===== config.mk =====
export PLATFORM = sky130hd
export DESIGN_NAME = mux4_2_flat
export DESIGN_NICKNAME = d
export VERILOG_FILES = /design/src/rtl/mux4_2_if.sv /design/src/rtl/mux4_2.sv /design/src/flat_wrapper.sv
export SDC_FILE = /design/constraint.sdc
export NUM_CORES = 1
export LEC_CHECK = 0
export ABC_AREA = 1
export BUFFER_PORTS_ARGS = -buffer_cell sky130_fd_sc_hd__buf_2
export CAP_MARGIN = 20
export CORE_AREA = 2 2 62 64
export DETAILED_ROUTE_END_ITERATION = 16
export DIE_AREA = 0 0 64 66
export PLACE_DENSITY = 0.84
export SYNTH_ARGS = -nofsm -noshare
export SYNTH_HDL_FRONTEND = slang
export SYNTH_SLANG_ARGS = --single-unit

===== constraint.sdc =====
create_clock -name clk -period 2.7 [get_ports clk]
set_input_delay 0.27 -clock clk [delete_from_list [all_inputs] [get_ports clk]]
set_output_delay 0.27 -clock clk [all_outputs]
set_load 0.01 [all_outputs]

===== src/rtl/mux4_2_if.sv =====
// Lane bundle between the 4-lane upstream source and the 2-lane re-serializer.
// The master side drives input lanes; the slave side (the re-serializer) drives ready and output lanes.
interface mux4_2_if #(
    parameter int WIDTH = 8
);
    logic [WIDTH-1:0] in0;
    logic [WIDTH-1:0] in1;
    logic [WIDTH-1:0] in2;
    logic [WIDTH-1:0] in3;
    logic             valid_in0;
    logic             valid_in1;
    logic             valid_in2;
    logic             valid_in3;
    logic             ready_in;
    logic [WIDTH-1:0] out0;
    logic [WIDTH-1:0] out1;
    logic             valid_out0;
    logic             valid_out1;
    logic             sel_out;

    modport master (
        output in0, in1, in2, in3,
        output valid_in0, valid_in1, valid_in2, valid_in3,
        input  ready_in,
        input  out0, out1, valid_out0, valid_out1, sel_out
    );

    modport slave (
        input  in0, in1, in2, in3,
        input  valid_in0, valid_in1, valid_in2, valid_in3,
        output ready_in,
        output out0, out1, valid_out0, valid_out1, sel_out
    );
endinterface


===== src/rtl/mux4_2.sv =====
// 4-lane to 2-lane byte re-serializer: lanes 0/1 leave one cycle after acceptance,
// lanes 2/3 are held and leave on the following cycle.
module mux4_2 #(
    parameter int WIDTH = 8
) (
    input  logic         clk,
    input  logic         reset,
    mux4_2_if.slave      bus
);
    typedef enum logic [0:0] {
        IDLE = 1'b0,
        HI   = 1'b1
    } state_t;

    localparam logic [WIDTH-1:0] ZERO_W = {WIDTH{1'b0}};

    state_t           state_r;
    state_t           state_nxt_s;
    logic [WIDTH-1:0] out0_r, out0_nxt_s;
    logic [WIDTH-1:0] out1_r, out1_nxt_s;
    logic             valid_out0_r, valid_out0_nxt_s;
    logic             valid_out1_r, valid_out1_nxt_s;
    logic             sel_out_r, sel_out_nxt_s;
    logic [WIDTH-1:0] hd2_r, hd2_nxt_s;
    logic [WIDTH-1:0] hd3_r, hd3_nxt_s;
    logic             hv2_r, hv2_nxt_s;
    logic             hv3_r, hv3_nxt_s;
    logic             any_valid_s;

    assign any_valid_s    = bus.valid_in0 | bus.valid_in1 | bus.valid_in2 | bus.valid_in3;
    // Ready depends on state only so upstream never sees a combinational loop through us.
    assign bus.ready_in   = (state_r == IDLE);
    assign bus.out0       = out0_r;
    assign bus.out1       = out1_r;
    assign bus.valid_out0 = valid_out0_r;
    assign bus.valid_out1 = valid_out1_r;
    assign bus.sel_out    = sel_out_r;

    // Next-state and next-output decode.
    always_comb begin
        state_nxt_s      = state_r;
        out0_nxt_s       = out0_r;
        out1_nxt_s       = out1_r;
        valid_out0_nxt_s = valid_out0_r;
        valid_out1_nxt_s = valid_out1_r;
        sel_out_nxt_s    = sel_out_r;
        hd2_nxt_s        = hd2_r;
        hd3_nxt_s        = hd3_r;
        hv2_nxt_s        = hv2_r;
        hv3_nxt_s        = hv3_r;
        case (state_r)
            IDLE: begin
                if (any_valid_s) begin
                    out0_nxt_s       = bus.valid_in0 ? bus.in0 : ZERO_W;
                    valid_out0_nxt_s = bus.valid_in0;
                    out1_nxt_s       = bus.valid_in1 ? bus.in1 : ZERO_W;
                    valid_out1_nxt_s = bus.valid_in1;
                    hd2_nxt_s        = bus.in2;
                    hv2_nxt_s        = bus.valid_in2;
                    hd3_nxt_s        = bus.in3;
                    hv3_nxt_s        = bus.valid_in3;
                    sel_out_nxt_s    = 1'b0;
                    state_nxt_s      = HI;
                end else begin
                    out0_nxt_s       = ZERO_W;
                    out1_nxt_s       = ZERO_W;
                    valid_out0_nxt_s = 1'b0;
                    valid_out1_nxt_s = 1'b0;
                    sel_out_nxt_s    = 1'b0;
                    state_nxt_s      = IDLE;
                end
            end
            HI: begin
                // Inputs are ignored here; the held upper lanes always take this slot.
                out0_nxt_s       = hv2_r ? hd2_r : ZERO_W;
                valid_out0_nxt_s = hv2_r;
                out1_nxt_s       = hv3_r ? hd3_r : ZERO_W;
                valid_out1_nxt_s = hv3_r;
                sel_out_nxt_s    = 1'b1;
                hv2_nxt_s        = 1'b0;
                hv3_nxt_s        = 1'b0;
                state_nxt_s      = IDLE;
            end
            default: begin
                out0_nxt_s       = ZERO_W;
                out1_nxt_s       = ZERO_W;
                valid_out0_nxt_s = 1'b0;
                valid_out1_nxt_s = 1'b0;
                sel_out_nxt_s    = 1'b0;
                hv2_nxt_s        = 1'b0;
                hv3_nxt_s        = 1'b0;
                state_nxt_s      = IDLE;
            end
        endcase
    end

    // State register.
    always_ff @(posedge clk or negedge reset) begin
        if (!reset) begin
            state_r <= IDLE;
        end else begin
            state_r <= state_nxt_s;
        end
    end

    // Output and hold registers; a reset discards any pending upper lanes.
    always_ff @(posedge clk or negedge reset) begin
        if (!reset) begin
            out0_r       <= ZERO_W;
            out1_r       <= ZERO_W;
            valid_out0_r <= 1'b0;
            valid_out1_r <= 1'b0;
            sel_out_r    <= 1'b0;
            hd2_r        <= ZERO_W;
            hd3_r        <= ZERO_W;
            hv2_r        <= 1'b0;
            hv3_r        <= 1'b0;
        end else begin
            out0_r       <= out0_nxt_s;
            out1_r       <= out1_nxt_s;
            valid_out0_r <= valid_out0_nxt_s;
            valid_out1_r <= valid_out1_nxt_s;
            sel_out_r    <= sel_out_nxt_s;
            hd2_r        <= hd2_nxt_s;
            hd3_r        <= hd3_nxt_s;
            hv2_r        <= hv2_nxt_s;
            hv3_r        <= hv3_nxt_s;
        end
    end
endmodule

===== src/flat_wrapper.sv =====
// flat-port wrapper written by rule: the top's interface ports become plain ports
module mux4_2_flat 
#(
    parameter int WIDTH = 8
)
  (clk, reset, bus_in0, bus_in1, bus_in2, bus_in3, bus_valid_in0, bus_valid_in1, bus_valid_in2, bus_valid_in3, bus_ready_in, bus_out0, bus_out1, bus_valid_out0, bus_valid_out1, bus_sel_out);
  mux4_2_if #(.WIDTH(WIDTH)) bus_i ();
  input  logic clk;
  input  logic reset;
  input wire logic [$bits(bus_i.in0)-1:0] bus_in0;
  input wire logic [$bits(bus_i.in1)-1:0] bus_in1;
  input wire logic [$bits(bus_i.in2)-1:0] bus_in2;
  input wire logic [$bits(bus_i.in3)-1:0] bus_in3;
  input wire logic [$bits(bus_i.valid_in0)-1:0] bus_valid_in0;
  input wire logic [$bits(bus_i.valid_in1)-1:0] bus_valid_in1;
  input wire logic [$bits(bus_i.valid_in2)-1:0] bus_valid_in2;
  input wire logic [$bits(bus_i.valid_in3)-1:0] bus_valid_in3;
  output wire logic [$bits(bus_i.ready_in)-1:0] bus_ready_in;
  output wire logic [$bits(bus_i.out0)-1:0] bus_out0;
  output wire logic [$bits(bus_i.out1)-1:0] bus_out1;
  output wire logic [$bits(bus_i.valid_out0)-1:0] bus_valid_out0;
  output wire logic [$bits(bus_i.valid_out1)-1:0] bus_valid_out1;
  output wire logic [$bits(bus_i.sel_out)-1:0] bus_sel_out;
  assign bus_i.in0 = bus_in0;
  assign bus_i.in1 = bus_in1;
  assign bus_i.in2 = bus_in2;
  assign bus_i.in3 = bus_in3;
  assign bus_i.valid_in0 = bus_valid_in0;
  assign bus_i.valid_in1 = bus_valid_in1;
  assign bus_i.valid_in2 = bus_valid_in2;
  assign bus_i.valid_in3 = bus_valid_in3;
  assign bus_ready_in = bus_i.ready_in;
  assign bus_out0 = bus_i.out0;
  assign bus_out1 = bus_i.out1;
  assign bus_valid_out0 = bus_i.valid_out0;
  assign bus_valid_out1 = bus_i.valid_out1;
  assign bus_sel_out = bus_i.sel_out;
  mux4_2 #(.WIDTH(WIDTH)) u_core (.clk(clk), .reset(reset), .bus(bus_i));
endmodule

==> metrics.cfg <==
[critical_path]
worstPathMaxFanout=36
arrival_ns=1.45
cp-start-kind=register
required_ns=2.43
endpoint_kind=output port
critical_path_class=reg2out

[global_route]
grt_pass1_vias=1165
grt_start_max_net_pins=39
grt_pass1_wl_um=5100
grt.total_usage=0.162
gr-total-overflow=0
grt_antenna_before_repair=0

[synth]
synth_top_area_share=0.608
synth_largest_area_cell=dfrtp_1
yosys_warnings=0
synth_compound_area_frac=0.0112
ys_types=18
netlist_area_um2=1570
seq_area_frac_synth=0.608
syn_nets=202
syn-instance-count=164
synth-seq-cells=38
synthMuxAreaShare=0
synth-simple-area-share=0.319
synth_top_family_by_area=simple AND/OR/NAND/NOR gates
synthAdderAreaFrac=0
synth_area_per_cell_um2=9.54
synth_area_leaders=dfrtp_1 (61%), nand3_1 (16%), nand2_1 (12%)
synth-xor-area-share=0

[final_layout]
n_antenna_cell=0
post-route-util=0.541
drive_above_1_share=0.324
stdcell_count=267
area.growth.synth_to_final_pct=22.8
n_fill_cell=325
fin_nets=256
final_common_cell=buf_2
final_cell_mix=buf_2 (57), nand2_1 (52), nand3_1 (49)

[detailed_routing]
via_per_inst=4.63
routedWlPerCell_um=11.0
ant_nets=0
wirelength_um=2930
vias=1236
drc=0
firstDrtPassIters=4
drtIter0Drc=28

[sta]
slew_violations=0
rsz0062_at_grt=no
slew_headroom=0.471
period_share=0.639
holdWs_ns=-0.00450
setup_viol=0
period_minus_slack_ns=1.72
hold_viol=7
tightest_slew_ns=0.794
setup_tns_ns=0
clock_skew_ns=0.00939
max_freq_mhz=580

[placement]
place_congestion=0.755
dp_cells=259
hpwl_um=2100
portBuffers=57

[run_status]
violations=hold timing
outcome=finished, violations left

[clock_tree]
clkTransAtPathRegs_ns=0.10
post_cts_buffers=0
cts_tree=yes
cts_root_buf=clkbuf_4
cts-root-to-sink-buffers=2
clk_latency_ns=0.34
htree_levels=2
cts_buffers=5
holdBufCountCts=0
cts_resized=0
cts.sinks=38

[floorplan]
die_x_um=64
chipHeight_um=66
num_rows=22
start_util=0.441
ios=58
coreArea_um2=3550
die_area_um2=4220

[power]
p_leak_nw=1.10
ir_drop_mv=0.236
power_density_nw_per_um2=720

[min_path]
holdCritPathClass=in2async

[run]
maxCapViolCount=0

worst max-delay path, stage by stage (launching register included):
cell and delay [ns]:
dfrtp_1 0.40, inv_2 0.46, buf_2 0.24
final cells by class:
type	instances	area [um2]	share of cell area
sequential	38	951	0.495
inverter	6	22.5	0.0117
timing repair buffer	58	293	0.152
multi-input combinational	109	517	0.269
clock buffer	8	78.8	0.0410
tap	48	60.1	0.0313
worst paths after layout:
kind                            startpoint                 end  slack (ns)  cells past startpoint
max reg2reg                 u_core.state_r     u_core.hd2_r[1]        1.34                      4
min                                  reset     u_core.hd3_r[7]      -0.004                      1
max                         u_core.state_r        bus_ready_in        0.98                      2
min in group clk                bus_in3[4]     u_core.hd3_r[4]        0.14                      3
max in group asynchronous            reset  u_core.bus.out0[2]        2.19                      1
min reg2reg                u_core.hd3_r[1]     u_core.hd3_r[1]        0.49                      2
registers in the layout, indices dropped and copies added (netlist names):
name / cells
u_core.hd2_r: 8
u_core.bus.valid_out0: 1
u_core.state_r: 1
u_core.bus.out0: 8
u_core.bus.out1: 8
u_core.bus.valid_out1: 1
u_core.hv3_r: 1
u_core.bus.sel_out: 1
u_core.hv2_r: 1
u_core.hd3_r: 8
per-layer routing:
metal  GRT usage  vias to the layer above  wire (um)
met3      0.0528                        6        197
met5           0                        -          0
li1            -                      643          -
met2       0.257                       36       1400
met1       0.200                      551       1270
met4      0.0815                        0         63
cell families after synthesis:
family | after synthesis
AO/OA/AOI/OAI | 3
buffers and inverters | 17
flip-flops | 38
AND/OR/NAND/NOR | 106
cell usage after synthesis:
cell      instances
nand2_4           1
nand3_4           1
nand2_1          52
buf_4             1
buf_8             1
nand4_1           1
buf_2             3
nor2_8            1
nor2_1            1
inv_2             2
inv_1             4
o21ai_0           1
buf_6             2
a21oi_1           1
clkbuf_1          4
nand3_1          49
dfrtp_1          38
o21bai_1          1
power by group:
group	switching, W	internal (W)	total [W]
registers	0.0000591	0.000680	0.000739
clock network	0.000168	0.000178	0.000345
logic	0.000185	0.000114	0.000299
per-stage QoR:
step | hold WS, ns | setup WS (ns) | instance area (um2) | total power, W
floorplan | -0.0256 | 1.69 | 1570 | 0.000944
global placement | 0.391 | 1.40 | 1840 | 0.00104
detailed placement | 0.390 | 1.37 | 1840 | 0.00105
CTS | 0.00754 | 0.973 | 1920 | 0.00139
global route | 0.0267 | 0.888 | 1920 | 0.00147
finish | -0.00450 | 0.975 | 1920 | 0.00138
(Power assumes the default switching activity.)
